## config.mk

```make
export PLATFORM = sky130hd
export DESIGN_NAME = video_in_bt656_rx
export DESIGN_NICKNAME = d
export VERILOG_FILES = /design/src/rtl/video_in_pkg.sv /design/src/rtl/video_in_fifo.sv /design/src/rtl/video_in_bt656_rx.sv
export SDC_FILE = /design/constraint.sdc
export NUM_CORES = 1
export LEC_CHECK = 0
export CAP_MARGIN = 20
export CORE_UTILIZATION = 50
export DETAILED_ROUTE_END_ITERATION = 10
export GPL_TIMING_DRIVEN = 0
export PLACE_DENSITY_LB_ADDON = 0.12
export SLEW_MARGIN = 20
export SYNTH_ARGS = -nofsm -noshare
export SYNTH_HDL_FRONTEND = slang
export SYNTH_HIERARCHICAL = 1
export SYNTH_SLANG_ARGS = --single-unit
```

## constraint.sdc

```tcl
create_clock -name clk -period 5.4 [get_ports clk]
set_clock_uncertainty 0.1 [all_clocks]
set_input_delay 1.08 -clock clk [delete_from_list [all_inputs] [get_ports clk]]
set_output_delay 1.08 -clock clk [all_outputs]
set_load 0.01 [all_outputs]
```

## src/rtl/video_in_pkg.sv

```systemverilog
// Shared types and helpers for the BT.656 video-input receiver:
// TRS parser states, XY bit positions and TRS/XY byte helpers.
package video_in_pkg;

  typedef enum logic [1:0] {
    TRS_DATA = 2'd0,
    TRS_FF1  = 2'd1,
    TRS_Z1   = 2'd2,
    TRS_Z2   = 2'd3
  } trs_state_e;

  localparam int XY_F_BIT = 6;
  localparam int XY_V_BIT = 5;
  localparam int XY_H_BIT = 4;

  // TRS detection works on the top 8 bits so 10-bit streams decode identically.
  function automatic logic trs_ones(input logic [7:0] top8);
    return (top8 == 8'hFF);
  endfunction

  function automatic logic trs_zero(input logic [7:0] top8);
    return (top8 == 8'h00);
  endfunction

  function automatic logic [3:0] xy_prot(input logic f, input logic v, input logic h);
    return {v ^ h, f ^ h, f ^ v, f ^ v ^ h};
  endfunction

endpackage

```

## src/rtl/video_in_fifo.sv

```systemverilog
// Synchronous show-ahead FIFO; full/empty come from read/write pointers
// carrying one extra wrap bit.
module video_in_fifo #(
  parameter int WIDTH = 18,
  parameter int DEPTH = 16
) (
  input  logic             clk,
  input  logic             reset_n,
  input  logic             wr_en,
  input  logic [WIDTH-1:0] wr_data,
  input  logic             rd_en,
  output logic [WIDTH-1:0] rd_data,
  output logic             empty,
  output logic             full
);
  localparam int AW = $clog2(DEPTH);
  localparam logic [AW:0] PTR_INC = {{AW{1'b0}}, 1'b1};

  logic [WIDTH-1:0] mem_r [DEPTH];
  logic [AW:0]      wr_ptr_r;
  logic [AW:0]      rd_ptr_r;

  assign empty   = (wr_ptr_r == rd_ptr_r);
  assign full    = (wr_ptr_r[AW] != rd_ptr_r[AW]) && (wr_ptr_r[AW-1:0] == rd_ptr_r[AW-1:0]);
  // Head is forced to zero when empty so a freshly reset FIFO shows no stale data.
  assign rd_data = empty ? {WIDTH{1'b0}} : mem_r[rd_ptr_r[AW-1:0]];

  // Pointer advance on push/pop
  always_ff @(posedge clk or negedge reset_n) begin
    if (!reset_n) begin
      wr_ptr_r <= {(AW+1){1'b0}};
      rd_ptr_r <= {(AW+1){1'b0}};
    end else begin
      if (wr_en) wr_ptr_r <= wr_ptr_r + PTR_INC;
      if (rd_en) rd_ptr_r <= rd_ptr_r + PTR_INC;
    end
  end

  // Storage array write
  always_ff @(posedge clk) begin
    if (wr_en) mem_r[wr_ptr_r[AW-1:0]] <= wr_data;
  end

endmodule

```

## src/rtl/video_in_bt656_rx.sv

```systemverilog
// BT.656 receiver: TRS parsing, 4:2:2 packing into {chroma, luma} words and a
// show-ahead output FIFO. Define VIDEO_IN_XY_CHECK_EN to check XY protection bits.
module video_in_bt656_rx
  import video_in_pkg::*;
#(
  parameter int DATA_W     = 8,
  parameter int FIFO_DEPTH = 16,
  parameter int CNT_W      = 11
) (
  input  logic                clk,
  input  logic                reset_n,
  input  logic                in_valid,
  input  logic [DATA_W-1:0]   in_data,
  input  logic                out_ready,
  output logic                out_valid,
  output logic [2*DATA_W-1:0] out_data,
  output logic                out_sol,
  output logic                out_field,
  output logic [CNT_W-1:0]    field_lines,
  output logic                overflow_flag,
  input  logic                clear_overflow,
  output logic                xy_err
);
  localparam int WORD_W = 2 * DATA_W;
  localparam int FIFO_W = WORD_W + 2;

  logic              in_valid_r;
  logic [DATA_W-1:0] in_data_r;
  logic [7:0]        top8_s;
  trs_state_e        trs_state_r;
  trs_state_e        trs_next_s;
  logic              is_ones_s, is_zero_s;
  logic              xy_seen_s, xy_bad_s, xy_ok_s, pixel_s;
  logic              xy_f_s, xy_v_s, xy_h_s;

  logic              active_r, field_r, phase_r, drop_r, sol_pend_r, v_prev_r;
  logic [DATA_W-1:0] chroma_r;
  logic              pack_valid_r, pack_sol_r, pack_field_r;
  logic [WORD_W-1:0] pack_data_r;
  logic [CNT_W-1:0]  line_cnt_r, field_lines_r;
  logic              overflow_r, xy_err_r;

  logic              fifo_full_s, fifo_empty_s, pop_s, wr_try_s, wr_en_s, wr_fail_s;
  logic [FIFO_W-1:0] fifo_head_s;

  assign top8_s = in_data_r[DATA_W-1 -: 8];
  assign xy_f_s = top8_s[XY_F_BIT];
  assign xy_v_s = top8_s[XY_V_BIT];
  assign xy_h_s = top8_s[XY_H_BIT];

  // Input sample register
  always_ff @(posedge clk or negedge reset_n) begin
    if (!reset_n) begin
      in_valid_r <= 1'b0;
      in_data_r  <= {DATA_W{1'b0}};
    end else begin
      in_valid_r <= in_valid;
      in_data_r  <= in_data;
    end
  end

  // Byte classification, TRS next state and XY acceptance
  always_comb begin
    is_ones_s  = trs_ones(top8_s);
    is_zero_s  = trs_zero(top8_s);
    trs_next_s = TRS_DATA;
    case (trs_state_r)
      TRS_DATA: begin
        if (is_ones_s) trs_next_s = TRS_FF1;
        else           trs_next_s = TRS_DATA;
      end
      TRS_FF1: begin
        if (is_zero_s)      trs_next_s = TRS_Z1;
        else if (is_ones_s) trs_next_s = TRS_FF1;
        else                trs_next_s = TRS_DATA;
      end
      TRS_Z1: begin
        if (is_zero_s)      trs_next_s = TRS_Z2;
        else if (is_ones_s) trs_next_s = TRS_FF1;
        else                trs_next_s = TRS_DATA;
      end
      TRS_Z2:  trs_next_s = TRS_DATA;
      default: trs_next_s = TRS_DATA;
    endcase
    xy_seen_s = in_valid_r && (trs_state_r == TRS_Z2);
`ifdef VIDEO_IN_XY_CHECK_EN
    xy_bad_s = (top8_s[3:0] != xy_prot(xy_f_s, xy_v_s, xy_h_s));
`else
    xy_bad_s = 1'b0;
`endif
    xy_ok_s = xy_seen_s && !xy_bad_s;
    // Bytes rejected part-way through a TRS fall back to ordinary data bytes.
    pixel_s = in_valid_r && active_r && (trs_state_r != TRS_Z2) && !is_ones_s && !is_zero_s;
  end

  assign pop_s     = !fifo_empty_s && out_ready;
  assign wr_try_s  = pack_valid_r && !drop_r;
  assign wr_en_s   = wr_try_s && (!fifo_full_s || pop_s);
  assign wr_fail_s = wr_try_s && fifo_full_s && !pop_s;

  // TRS FSM, line state and pixel packing
  always_ff @(posedge clk or negedge reset_n) begin
    if (!reset_n) begin
      trs_state_r  <= TRS_DATA;
      active_r     <= 1'b0;
      field_r      <= 1'b0;
      phase_r      <= 1'b0;
      drop_r       <= 1'b0;
      sol_pend_r   <= 1'b0;
      v_prev_r     <= 1'b0;
      chroma_r     <= {DATA_W{1'b0}};
      pack_valid_r <= 1'b0;
      pack_sol_r   <= 1'b0;
      pack_field_r <= 1'b0;
      pack_data_r  <= {WORD_W{1'b0}};
    end else begin
      if (in_valid_r) trs_state_r <= trs_next_s;
      pack_valid_r <= 1'b0;
      if (wr_fail_s) drop_r <= 1'b1;
      if (xy_ok_s) begin
        v_prev_r <= xy_v_s;
        if (!xy_h_s) begin
          active_r   <= !xy_v_s;
          field_r    <= xy_f_s;
          phase_r    <= 1'b0;
          drop_r     <= 1'b0;
          sol_pend_r <= 1'b1;
        end else begin
          active_r <= 1'b0;
        end
      end else if (pixel_s) begin
        phase_r <= !phase_r;
        if (!phase_r) begin
          chroma_r <= in_data_r;
        end else begin
          pack_valid_r <= 1'b1;
          pack_data_r  <= {chroma_r, in_data_r};
          pack_sol_r   <= sol_pend_r;
          pack_field_r <= field_r;
          sol_pend_r   <= 1'b0;
        end
      end
    end
  end

  // Per-field line counting, overflow flag and XY error pulse
  always_ff @(posedge clk or negedge reset_n) begin
    if (!reset_n) begin
      line_cnt_r    <= {CNT_W{1'b0}};
      field_lines_r <= {CNT_W{1'b0}};
      overflow_r    <= 1'b0;
      xy_err_r      <= 1'b0;
    end else begin
      xy_err_r <= xy_seen_s && xy_bad_s;
      if (xy_ok_s) begin
        if (xy_v_s && !v_prev_r) begin
          field_lines_r <= line_cnt_r;
          line_cnt_r    <= {CNT_W{1'b0}};
        end else if (!xy_h_s && !xy_v_s && (line_cnt_r != {CNT_W{1'b1}})) begin
          line_cnt_r <= line_cnt_r + {{(CNT_W-1){1'b0}}, 1'b1};
        end
      end
      // A new overflow outranks a simultaneous clear request.
      if (wr_fail_s)           overflow_r <= 1'b1;
      else if (clear_overflow) overflow_r <= 1'b0;
    end
  end

  video_in_fifo #(
    .WIDTH (FIFO_W),
    .DEPTH (FIFO_DEPTH)
  ) u_fifo (
    .clk     (clk),
    .reset_n (reset_n),
    .wr_en   (wr_en_s),
    .wr_data ({pack_sol_r, pack_field_r, pack_data_r}),
    .rd_en   (pop_s),
    .rd_data (fifo_head_s),
    .empty   (fifo_empty_s),
    .full    (fifo_full_s)
  );

  assign out_valid                     = !fifo_empty_s;
  assign {out_sol, out_field, out_data} = fifo_head_s;
  assign field_lines                   = field_lines_r;
  assign overflow_flag                 = overflow_r;
  assign xy_err                        = xy_err_r;

endmodule

```

==> run summary, run 1 <==
Outcome: completed
Post-cts repair resize count: 0
Avg Inst Size Synth: 20.33 um^2
Synth top area cells: edfxtp_1 60%, dfrtp_1 13%, mux4_2 10%
Final ANT Viol Nets: 0
Worst Tran Pin Value: 1.005 ns
H-Tree Depth: 2
Area of the mapped netlist: 14460 um^2
CP max-delay cell: clkbuf_1
Drt pass-1 iters: 5
CTS tree: done
Clock Path Buffers: 3
Leakage: 6.683 nW
DRT iter0 DRCs: 407
Via Count: 7000
Syn Nets: 730
Worst EP required: 4.22 ns
Worst hold slack: 0.3861 ns
Max-slew violations: 0
Critical Path, Cell by Cell: clkbuf_1 > mux4_2 > mux2i_1 > o22ai_1 > clkdlybuf4s50_1
Most frequent cell after synthesis: edfxtp_1
Multi-input logic area: 3635 um^2
WS Path Type: reg -> out
Yosys reg bits: 365
Synth unique cells: 52
Ports: 45
Final period util: 0.7717
Core Util, Final: 0.5976
Async S/R FF share, synth: 0.2110
Post-route design area: 16790 um^2
Layout net count: 828
Top post-synthesis cells by count: 288 x edfxtp_1, 77 x dfrtp_1, 67 x mux4_2
Final Setup Violations: 0
Gp weighted congestion: 0.8085
Setup crit start kind: flop
Core ar.: 28090 um^2
Setup TNS: 0 ns
Final hold vios: 0
# fillers: 2089
Hold buffers post-CTS: 0
Top cell type's share of synthesized area: 0.5982
Tmin final: 4.167 ns
GRT Total Usage: 0.2019
Die W: 172.0 um
Rows: 61
CP Capture Type: output port
Post-synth EDFFs: 288
Clock transition at path regs: 0.06 ns
Crit path largest cell delay: 0.56 ns
Crit path DAT: 2.99 ns
Initial Util: 0.5147
Yosys warnings: 6
Placed cell areas: 15620 um^2
Die ar.: 29600 um^2
Layout-stage area growth over the synthesis result: 16.11%
Relative slew slack: 0.3245
Vias in the first global route: 7227
Bufs and invs on worst path: 2
Post-Route WL: 28.24 mm
Clk_lat worst skew: 0.52 ns
Post-CTS setup buffers: 0
VDD IR-drop max: 255.4 uV
Hpwl dp: 18.46 mm
Diodes inserted: 0
Avg WL per Cell: 23.26 um
Initial antenna violation count: 0
CTS buffer count: 37
CTS root buffer: clkbuf_16
Chip height: 172.0 um
Max cap viols: 0
Global-route wire length before repair: 43.30 mm
F_max: 0.2400 GHz
Delay-heaviest family, CP: buffers and inverters
CP max FO: 10
Share of post-route cells with drive strength above 1: 0.2763
Register area share after synthesis: 0.7315
Final cell count without fillers: 1214
Top_reg_cell synth: edfxtp_1
Register Area: 10580 um^2
Largest net degree at the start of global routing: 41
Clk sinks: 365
Port Buffers: 43
Vias/cell: 5.766
Synth area leader: edfxtp_1
Placed Cells: 1148
Total grt overflow: 0
RSZ-0062 raised after global routing: false
PwrDens: 388.5 nW/um^2
# DRC: 0
Worst min path class: reg -> reg
Synthesized instance count: 711
-- path summary, 6_finish.rpt --
path / cells after the start / slack [ns] / endpoint / start
max in group asynchronous: 2 / 4.15 / chroma_r[4] / reset_n
min in group asynchronous: 1 / 0.45 / line_cnt_r[4] / reset_n
max reg2reg: 11 / 1.85 / u_fifo/mem_r[3][14] / u_fifo/wr_ptr_r[0]
min reg2reg: 2 / 0.39 / drop_r / drop_r
min: 2 / 0.39 / drop_r / drop_r
max: 5 / 1.23 / out_data[4] / u_fifo/rd_ptr_r[2]
-- where the power goes --
part / switching, mW / total, mW / internal [mW] / leakage (nW)
clock: 1.00 / 2.47 / 1.48 / 0.572
sequential: 0.0406 / 3.06 / 3.02 / 4.39
combinational: 0.543 / 0.984 / 0.441 / 1.72
-- area by class of cell --
class	count	share of cell area
clock inverter	15	0.01066
tap	378	0.02818
timing repair buffer	59	0.03652
sequential	365	0.6300
buffer	30	0.01677
inverter	11	0.002460
clock buffer	51	0.05888
multi-input combinational	305	0.2165
-- layer usage --
layer	vias up	track usage	wire length, um
li1	3070	-	-
met1	3685	0.2832	12230
met2	204	0.3326	14090
met3	41	0.02930	1348
met4	0	0.05694	569
met5	-	0	0
-- metrics by stage --
step	worst slack (ns)	total power [mW]
after floorplan	1.896	3.863
after detailed placement	1.324	4.122
after global routing	1.121	6.745
final	1.233	6.521
after CTS	1.239	6.590
after global placement	-0.06808	4.110
-- logic make-up (layout without fill, tap and decap cells) --
logic type,count (synthesis),count (layout),synth area share
compound gates,49,49,0.02423
fa+ha+maj,6,6,0.005192
buf+inv,41,166,0.02233
flops,365,365,0.7315
simple gates,85,85,0.03167
xor+xnor,13,13,0.008395
other cells,1,1,0.0002594
mux,151,151,0.1765
-- sequential cells by signal, indices dropped and copies added (netlist names), 2 cells and up --
register,flops
pack_data_r,16
u_fifo/mem_r,288
chroma_r,8
u_fifo/rd_ptr_r,5
in_data_r,8
line_cnt_r,11
field_lines,11
trs_state_r,2
u_fifo/wr_ptr_r,5
-- layout by cell type (no fill, tap or decap), types with 7 or more instances in the layout --
cell / instances
edfxtp_1: 288
dfrtp_1: 77
mux4_2: 67
clkdlybuf4s50_1: 42
mux2i_1: 37
clkbuf_16: 37
mux2_2: 24
nand2_1: 22
o22ai_1: 19
mux2_4: 18
clkbuf_1: 17
buf_6: 13
buf_4: 12
inv_1: 11
o21ai_0: 10
nand4_1: 8
nor2_1: 8
xnor2_1: 8
buf_2: 7
nor2_2: 7
-- worst reg2reg max path, stage by stage (launching register included) --
cell and delay [ns]:
dfrtp_1 0.47, xnor2_1 0.19, nand4_2 0.18, nor2_1 0.10, inv_1 0.09, nand2_1 0.16, a21oi_1 0.26, clkbuf_1 0.32
nand2_1 0.35, nor3_2 0.59, buf_6 0.24, buf_4 0.21
No activity file was read; power rests on OpenSTA's default activity.
==> run 2, diff against run 1 <==
==> constraint.sdc (replaced) <==
create_clock -name clk -period 3.8 [get_ports clk]
set_clock_uncertainty 0.1 [all_clocks]
set_input_delay 0.76 -clock clk [delete_from_list [all_inputs] [get_ports clk]]
set_output_delay 0.76 -clock clk [all_outputs]
set_load 0.01 [all_outputs]
==> run summary, run 2 (synthesis gave the netlist of run 1 again) <==
Outcome: completed
Die W: 172.0 um
Leakage: 6.679 nW
Clk_lat worst skew: 0.52 ns
Drt pass-1 iters: 5
Worst Tran Pin Value: 1.005 ns
Core Util, Final: 0.5985
CTS buffer count: 37
Crit path largest cell delay: 0.50 ns
Final worst setup slack: 0.1411 ns
Leading cell type in the layout, fill and taps excluded: edfxtp_1
Tmin final: 3.659 ns
Clock transition at path regs: 0.06 ns
Ports: 45
Most frequent cells in the layout: 288 x edfxtp_1, 76 x dfrtp_1, 67 x mux4_2
Final Setup Violations: 0
Port Buffers: 43
Relative slew slack: 0.3241
CP max FO: 10
Clk sinks: 365
Via Count: 6975
Hpwl dp: 18.46 mm
Global-route wire length before repair: 43.28 mm
Final period util: 0.9629
Final ANT Viol Nets: 0
Hold buffers post-CTS: 0
R2R Setup Slk: 0.25 ns
CTS tree: done
DRT iter0 DRCs: 419
Gp weighted congestion: 0.8085
Chip height: 172.0 um
Vias in the first global route: 7230
Layout-stage area growth over the synthesis result: 16.27%
Avg WL per Cell: 23.32 um
Initial antenna violation count: 0
F_max: 0.2733 GHz
CTS root buffer: clkbuf_16
PwrDens: 551.8 nW/um^2
Largest net degree at the start of global routing: 41
H-Tree Depth: 2
GRT Total Usage: 0.2018
Core ar.: 28090 um^2
Share of post-route cells with drive strength above 1: 0.2847
Worst Setup SP: u_fifo/rd_ptr_r[2]
RSZ-0062 raised after global routing: false
Bufs and invs on worst path: 4
Place WS: 0.04394 ns
Post-CTS setup buffers: 0
VDD IR-drop max: 363.0 uV
Initial Util: 0.5147
Vias/cell: 5.745
Total grt overflow: 0
Worst EP required: 2.94 ns
Crit path top cell by count: buf_4
Clock Path Buffers: 3
Worst path depth: 6
Crit path DAT: 2.80 ns
# DRC: 0
Worst R2R End: u_fifo/mem_r[3][14]
Max-slew violations: 0
Die ar.: 29600 um^2
CP Capture Type: output port
WS Path Type: reg -> out
Setup crit end: out_data[15]
Layout net count: 828
Diodes inserted: 0
Delay-heaviest family, CP: buffers and inverters
Reg2reg path depth: 11
Reg2reg start: u_fifo/wr_ptr_r[0]
Max FFs per register: 288
CP max-delay cell: clkdlybuf4s50_1
Setup crit start kind: flop
Placed Cells: 1148
Worst min path class: in -> async
Critical Path, Cell by Cell: buf_4 > buf_4 > buf_4 > mux2i_1 > o22ai_1 > clkdlybuf4s50_1
Rows: 61
Final hold vios: 0
Max cap viols: 0
Final cell count without fillers: 1214
Post-Route WL: 28.31 mm
==> run 2: cell types whose count changed in the layout (fill, tap and decap cells not counted) <==
cell,before,now
clkbuf_1,17,15
mux2i_2,0,4
dfrtp_1,77,76
buf_4,12,13
clkbuf_2,0,2
buf_2,7,5
mux2i_1,37,33
clkbuf_4,1,2
dfrtp_2,0,1
==> run 2: area by class of cell <==
class | count | area, um^2
Tap cell | 378 | 473.0
Clock buffer | 51 | 988.4
Clock inverter | 15 | 178.9
Timing Repair Buffer | 59 | 613.1
Fill cell | 2085 | 11280
Sequential cell | 365 | 10580
Buffer | 30 | 289.0
Inverter | 11 | 41.29
Multi-Input combinational cell | 305 | 3650
==> run 2: worst reg2reg max path, delay by kind of cell (launching register included) <==
family,cells,cell delay (ns)
xor+xnor,1,0.19
compound gates,1,0.25
buf+inv,4,0.84
flops,1,0.47
simple gates,5,1.40
==> run 2: per-layer routing <==
layer / GRT usage / wire length, um / vias to the layer above / part of all wire
met2: 0.3326 / 14210 / 185 / 0.50
met3: 0.02930 / 1203 / 42 / 0.042
met4: 0.05694 / 577 / 0 / 0.020
met5: 0 / 0 / - / 0
li1: - / - / 3066 / -
met1: 0.2828 / 12320 / 3682 / 0.44
==> run 2: metrics by stage <==
stage                     setup TNS (ns)  cell area, um^2  power, mW  hold WS [ns]
after floorplan                        0            14460      5.489        0.3474
after global placement           -217.76            15360      5.840        0.3750
after detailed placement               0            15620      5.858        0.3765
after CTS                              0            16790      9.369        0.1325
after global routing                   0            16810      9.600        0.1531
final                                  0            16810      9.276        0.1224
==> run 2: worst min path at each step <==
stage	start	to	slack (ns)	depth (start not counted)
2_1_floorplan	active_r	active_r	0.35	2
3_3_place_gp	drop_r	drop_r	0.37	2
4_1_cts	reset_n	line_cnt_r[4]	0.13	1
6_report	reset_n	line_cnt_r[4]	0.12	1
5_1_grt	reset_n	field_lines[4]	0.15	1
3_5_place_dp	drop_r	drop_r	0.38	2
==> run 2: what timing repair did <==
action,CTS,global route
resized for setup,2,8
setup endpoints to repair,2,7
pin swaps,0,0
==> run 2: report_power, final <==
group | leakage (nW) | switching [mW] | internal [mW]
clock | 0.572 | 1.42 | 2.10
sequential | 4.39 | 0.0585 | 4.29
combinational | 1.72 | 0.772 | 0.637
